$ cat src/rtl/rr_chan_merge.sv
// rr_chan_merge: N-channel ingress merger. Each channel buffers into a private FIFO;
// a round-robin arbiter drains unmasked, non-empty FIFOs into one registered output.

module rr_chan_merge_chk #(
    parameter int WIDTH_S = 8,
    parameter int CH_NUM  = 4,
    parameter int DEPTH   = 4,
    parameter int CH_W    = 2,
    parameter int CNT_W   = 3
) (
    input logic                    clk,
    input logic                    rst_n,
    input logic [CH_NUM-1:0]       pop,
    input logic                    out_vld,
    input logic                    out_rdy,
    input logic [WIDTH_S-1:0]      out_data,
    input logic [CH_W-1:0]         out_ch,
    input logic [CH_NUM*CNT_W-1:0] fifo_lvl
);
    a_hold: assert property (@(posedge clk) disable iff (!rst_n)
        (out_vld && !out_rdy) |=> (out_vld && $stable(out_data) && $stable(out_ch)));

    a_pop_onehot: assert property (@(posedge clk) disable iff (!rst_n) $onehot0(pop));

    for (genvar i = 0; i < CH_NUM; i++) begin : g_lvl
        a_lvl: assert property (@(posedge clk) disable iff (!rst_n)
            fifo_lvl[i*CNT_W +: CNT_W] <= CNT_W'(DEPTH));
    end
endmodule

module rr_chan_merge #(
    parameter  int WIDTH_S = 8,
    parameter  int CH_NUM  = 4,
    parameter  int DEPTH   = 4,
    localparam int CH_W    = $clog2(CH_NUM),
    localparam int CNT_W   = $clog2(DEPTH) + 1
) (
    input  logic                      clk,
    input  logic                      rst_n,
    input  logic [CH_NUM-1:0]         in_vld,
    output logic [CH_NUM-1:0]         in_rdy,
    input  logic [CH_NUM*WIDTH_S-1:0] in_data,
    input  logic [CH_NUM-1:0]         ch_mask,
    output logic                      out_vld,
    input  logic                      out_rdy,
    output logic [WIDTH_S-1:0]        out_data,
    output logic [CH_W-1:0]           out_ch,
    output logic [CH_NUM*CNT_W-1:0]   fifo_lvl
);
    localparam int PTR_W = $clog2(DEPTH);

    logic [WIDTH_S-1:0] mem_r    [CH_NUM][DEPTH];
    logic [PTR_W-1:0]   wr_ptr_r [CH_NUM];
    logic [PTR_W-1:0]   rd_ptr_r [CH_NUM];
    logic [CNT_W-1:0]   cnt_r    [CH_NUM];
    logic [CH_W-1:0]    last_gnt_r;
    logic               out_vld_r;
    logic [WIDTH_S-1:0] out_data_r;
    logic [CH_W-1:0]    out_ch_r;

    logic [CH_NUM-1:0]  in_rdy_s;
    logic [CH_NUM-1:0]  push_s;
    logic [CH_NUM-1:0]  pop_s;
    logic [CH_NUM-1:0]  elig_s;
    logic               ld_s;
    logic               hi_vld_s;
    logic               lo_vld_s;
    logic               gnt_vld_s;
    logic [CH_W-1:0]    hi_idx_s;
    logic [CH_W-1:0]    lo_idx_s;
    logic [CH_W-1:0]    gnt_idx_s;
    logic [WIDTH_S-1:0] head_data_s;

    // Per-channel status, decoded from registered counts so in_rdy never sees same-cycle pops
    always_comb begin
        in_rdy_s = {CH_NUM{1'b0}};
        elig_s   = {CH_NUM{1'b0}};
        push_s   = {CH_NUM{1'b0}};
        fifo_lvl = {(CH_NUM*CNT_W){1'b0}};
        for (int i = 0; i < CH_NUM; i++) begin
            in_rdy_s[i] = (cnt_r[i] != CNT_W'(DEPTH));
            elig_s[i]   = (cnt_r[i] != {CNT_W{1'b0}}) & ~ch_mask[i];
            push_s[i]   = in_vld[i] & in_rdy_s[i];
            fifo_lvl[i*CNT_W +: CNT_W] = cnt_r[i];
        end
    end

    // Round-robin pick: lowest eligible index above last_gnt_r, otherwise lowest eligible overall
    always_comb begin
        hi_vld_s    = 1'b0;
        hi_idx_s    = {CH_W{1'b0}};
        lo_vld_s    = 1'b0;
        lo_idx_s    = {CH_W{1'b0}};
        pop_s       = {CH_NUM{1'b0}};
        for (int i = CH_NUM - 1; i >= 0; i--) begin
            if (elig_s[i] && (CH_W'(i) > last_gnt_r)) begin
                hi_vld_s = 1'b1;
                hi_idx_s = CH_W'(i);
            end else if (elig_s[i]) begin
                lo_vld_s = 1'b1;
                lo_idx_s = CH_W'(i);
            end else begin
                lo_vld_s = lo_vld_s;
            end
        end
        gnt_vld_s   = hi_vld_s | lo_vld_s;
        gnt_idx_s   = hi_vld_s ? hi_idx_s : lo_idx_s;
        ld_s        = ~out_vld_r | out_rdy;
        for (int i = 0; i < CH_NUM; i++) begin
            pop_s[i] = ld_s & gnt_vld_s & (gnt_idx_s == CH_W'(i));
        end
        head_data_s = mem_r[gnt_idx_s][rd_ptr_r[gnt_idx_s]];
    end

    // FIFO storage; contents are don't-care until written, so no reset
    always_ff @(posedge clk) begin
        for (int i = 0; i < CH_NUM; i++) begin
            if (push_s[i]) begin
                mem_r[i][wr_ptr_r[i]] <= in_data[i*WIDTH_S +: WIDTH_S];
            end
        end
    end

    // FIFO pointers and occupancy counters
    always_ff @(posedge clk or negedge rst_n) begin
        if (!rst_n) begin
            for (int i = 0; i < CH_NUM; i++) begin
                wr_ptr_r[i] <= {PTR_W{1'b0}};
                rd_ptr_r[i] <= {PTR_W{1'b0}};
                cnt_r[i]    <= {CNT_W{1'b0}};
            end
        end else begin
            for (int i = 0; i < CH_NUM; i++) begin
                if (push_s[i]) begin
                    wr_ptr_r[i] <= wr_ptr_r[i] + PTR_W'(1);
                end
                if (pop_s[i]) begin
                    rd_ptr_r[i] <= rd_ptr_r[i] + PTR_W'(1);
                end
                case ({push_s[i], pop_s[i]})
                    2'b10:   cnt_r[i] <= cnt_r[i] + CNT_W'(1);
                    2'b01:   cnt_r[i] <= cnt_r[i] - CNT_W'(1);
                    default: cnt_r[i] <= cnt_r[i];
                endcase
            end
        end
    end

    // Output register and grant pointer; reset pointer makes channel 0 first in line
    always_ff @(posedge clk or negedge rst_n) begin
        if (!rst_n) begin
            out_vld_r  <= 1'b0;
            out_data_r <= {WIDTH_S{1'b0}};
            out_ch_r   <= {CH_W{1'b0}};
            last_gnt_r <= CH_W'(CH_NUM - 1);
        end else if (ld_s && gnt_vld_s) begin
            out_vld_r  <= 1'b1;
            out_data_r <= head_data_s;
            out_ch_r   <= gnt_idx_s;
            last_gnt_r <= gnt_idx_s;
        end else if (ld_s) begin
            out_vld_r  <= 1'b0;
        end else begin
            out_vld_r  <= out_vld_r;
        end
    end

    assign in_rdy   = in_rdy_s;
    assign out_vld  = out_vld_r;
    assign out_data = out_data_r;
    assign out_ch   = out_ch_r;

    rr_chan_merge_chk #(
        .WIDTH_S (WIDTH_S),
        .CH_NUM  (CH_NUM),
        .DEPTH   (DEPTH),
        .CH_W    (CH_W),
        .CNT_W   (CNT_W)
    ) u_chk (
        .clk      (clk),
        .rst_n    (rst_n),
        .pop      (pop_s),
        .out_vld  (out_vld_r),
        .out_rdy  (out_rdy),
        .out_data (out_data_r),
        .out_ch   (out_ch_r),
        .fifo_lvl (fifo_lvl)
    );
endmodule

$ cat config.mk
export PLATFORM = sky130hd
export DESIGN_NAME = rr_chan_merge
export DESIGN_NICKNAME = d
export VERILOG_FILES = /design/src/rtl/rr_chan_merge.sv
export SDC_FILE = /design/constraint.sdc
export NUM_CORES = 1
export LEC_CHECK = 0
export BUFFER_PORTS_ARGS = -buffer_cell sky130_fd_sc_hd__buf_2
export CORE_ASPECT_RATIO = 0.5
export CORE_UTILIZATION = 30
export DETAILED_ROUTE_END_ITERATION = 8
export MAX_ROUTING_LAYER = met4
export PLACE_DENSITY = 0.45
export SLEW_MARGIN = 10
export SYNTH_ARGS = -nofsm -noshare
export SYNTH_HDL_FRONTEND = slang
export SYNTH_SLANG_ARGS = --single-unit
$ cat constraint.sdc
create_clock -name clk -period 3.51 [get_ports clk]
set_clock_uncertainty 0.05 [all_clocks]
set_input_delay 0.702 -clock clk [delete_from_list [all_inputs] [get_ports clk]]
set_output_delay 0.702 -clock clk [all_outputs]
set_load 0.02 [all_outputs]
==> results by group <==
STA
  • RSZ-0062 raised after global routing: no
  • Final Hold Vio Count: 0
  • Slew margin rel.: 0.571
  • Max-slew violation count: 0
  • Worst-margin pin slew: 0.644 ns
  • Minimum clock period: 3.15 ns
  • Endpoints failing setup: 0
  • Fmax achieved: 317 MHz
  • Setup TNS: 0 ns
  • Fin crit share: 0.898

Global route
  • Wire length of the first global-routing pass: 23900 um
  • Number of global-route vias before repair: 3981
  • Total grt overflow: 0
  • Largest net degree at the start of global routing: 41
  • Initial antenna violation count: 0
  • GRT Util Overall: 0.135

Power
  • Gate power share: 0.390
  • Clock power share: 0.237
  • Peak VDD IR: 0.000380 V
  • Sequential power share: 0.373
  • Internal: 0.00529 W
  • Sw frac: 0.351
  • NetSw: 0.00285 W
  • Power Dens Cells: 942 nW/um^2
  • Pleak: 3.43 nW

Cells and area
  • FF+latch area: 4870 sq um
  • Layout area overhead: 18.4%
  • Final instance area: 8650 sq um
  • Most frequent cells in the layout: 128 x edfxtp_1, 70 x mux2i_1, 69 x buf_2, 39 x dfrtp_1, 20 x ha_1
  • Share of cells above drive strength 1: 0.239
  • Number of diodes: 0
  • Area of the multi-input gates: 2280 sq um
  • Net count, final: 595
  • Fill cells: 2165
  • Layout Utilization: 0.371
  • Most common cell after layout, fill and taps aside: edfxtp_1

Placed design
  • Placer Congestion: 0.720
  • DP Area: 8050 sq um
  • IO buf count: 69
  • Dpl hpwl: 11300 um

CTS
  • Post-CTS sizing: 0
  • Htree depth: 4
  • CTS tree: done
  • Post-CTS Hold Buffers: 0
  • TritonCTS buffer count: 17
  • Clk_lat worst skew: 0.42 ns
  • Clk pin slew, worst setup/hold paths: 0.07 ns
  • Max clock buf depth: 2
  • Post CTS Setup Buffer Count: 0
  • CTS Root Cell: clkbuf_16
  • Clk sinks: 169

Critical path
  • Critical path class: reg2reg
  • Worst setup path start: fifo_lvl[1]$_DFFE_PN0P_
  • CP Launch Type: flop
  • Setup crit end kind: flop
  • Critical Path RT: 3.79 ns
  • Worst R2R Setup Slack: 0.36 ns
  • Worst R2R Start: fifo_lvl[1]$_DFFE_PN0P_
  • Crit path max fanout: 8
  • CP Data Arrival Time: 3.44 ns

Yosys
  • Distinct cells, synth: 42
  • Register area share after synthesis: 0.667
  • Mapped Cells: 444
  • Syn_nets: 511
  • Synth warnings: 0
  • Synthesized flop and latch total: 169
  • Cell area after synthesis: 7300 sq um
  • Main synth FF type: edfxtp_1
  • Mean Syn Cell Area: 16.4 sq um
  • Ys async rst share: 0.243
  • Number of synthesized flops with an enable pin: 128

Die
  • Width of the die: 223 um
  • Die Ht: 112 um
  • Row count: 39
  • Core Area: 23300 sq um
  • Die ar.: 25000 sq um
  • IO Pins: 70
  • Initial Utilization: 0.313

Route
  • Drt pass-1 iters: 4
  • Detail Route Antenna Nets: 0
  • Final wirelength: 15400 um
  • Routed WL per cell: 18.2 um
  • 1st-iter DRT viols: 198
  • Number of remaining DRC errors: 0
  • Via-to-Cell Ratio: 4.45
  • Vias post-DR: 3767

Outcome
  • Status: finished, final reports clean

Worst hold path
  • Type of the most critical hold path: in2async

Job
  • Max-Cap Viols: 0
## registers in the layout (all words and copies together) (netlist names)
signal / cells
wr_ptr_r: 8
out_ch: 2
last_gnt_r: 2
out_vld: 1
fifo_lvl: 12
mem_r: 128
rd_ptr_r: 8
out_data: 8
## per-layer routing
metal | up-vias | share of wire | global-route usage
li1 | 1828 | - | -
met1 | 1890 | 0.49 | 0.180
met2 | 40 | 0.48 | 0.211
met3 | 9 | 0.021 | 0.0270
met4 | 0 | 0.0068 | 0.0345
met5 | - | 0 | -
## through the flow
stage	setup WS (ns)	power [W]	hold WS (ns)	cells
after floorplan	0.356	0.00540	0.356	444
final	0.358	0.00814	0.251	846
after detailed placement	0.293	0.00632	0.418	816
after CTS	0.343	0.00828	0.275	846
after global placement	0.370	0.00630	0.411	816
after global routing	0.0823	0.00867	0.292	846
## worst max-delay path, cell delays in order, from the launching register on
cell and delay (ns):
dfrtp_1 0.43, or3_1 0.46, a2bb2oi_1 0.32, o221ai_4 0.27, nor2_1 0.25, and2_1 0.22, ha_1 0.20, inv_1 0.06
fa_1 0.37, xor2_1 0.15, nor2_1 0.11, xor2_1 0.17
## cell families after synthesis
family,synth area share
xor+xnor,0.0288
buf+inv,0.0231
fa+ha+maj,0.0453
flops,0.667
mux,0.153
simple gates,0.0478
compound gates,0.0350
## final cells by class
type	count	area share
flip-flops and latches	169	0.564
multi-input cells	242	0.263
repair buffers	79	0.0515
clock buffers	18	0.0496
well taps	307	0.0444
clock inverters	12	0.0194
inverters	19	0.00825
## synth_stat cells (2+ instances only)
library cell | count | area (sq um)
mux2_2 | 5 | 56.3
mux4_2 | 9 | 203
buf_6 | 3 | 33.8
buf_4 | 5 | 37.5
inv_1 | 19 | 71.3
dfrtp_1 | 39 | 976
clkbuf_1 | 3 | 11.3
nor2_1 | 18 | 67.6
xnor2_1 | 14 | 123
nand3_1 | 2 | 10.0
nor3_1 | 6 | 30.0
o21ai_0 | 6 | 30.0
ha_1 | 20 | 250
nand2_1 | 15 | 56.3
xor2_1 | 10 | 87.6
mux4_1 | 5 | 131
or3_1 | 2 | 12.5
o21ai_1 | 2 | 10.0
fa_1 | 4 | 80.1
edfxtp_1 | 128 | 3840
buf_2 | 3 | 15.0
dfstp_2 | 2 | 52.6
and3_1 | 17 | 106
mux2i_1 | 70 | 701
and2_1 | 6 | 37.5
o2bb2ai_1 | 8 | 70.1
a21oi_1 | 6 | 30.0
nand2b_1 | 2 | 12.5
a21o_1 | 2 | 15.0
## power by group through the flow
stage                     Combinational (W)  Clock (W)  Sequential, W
final                               0.00318    0.00193        0.00303
after global routing                0.00352    0.00206        0.00310
after CTS                           0.00325    0.00198        0.00304
after detailed placement            0.00324          0        0.00308
after global placement              0.00322          0        0.00308
after floorplan                     0.00224          0        0.00316
## worst paths after layout
path,end,cells after the start
setup / recovery,fifo_lvl[11]$_DFFE_PN0P_,11
hold / removal,fifo_lvl[0]$_DFFE_PN0P_,1
setup reg to reg,fifo_lvl[11]$_DFFE_PN0P_,11
hold reg to reg,rd_ptr_r[7]$_DFFE_PN0P_,1
max in group asynchronous,out_data[0]$_DFFE_PN0P_,2
min in group clk,rd_ptr_r[7]$_DFFE_PN0P_,1
No activity file was read; power rests on OpenSTA's default activity.
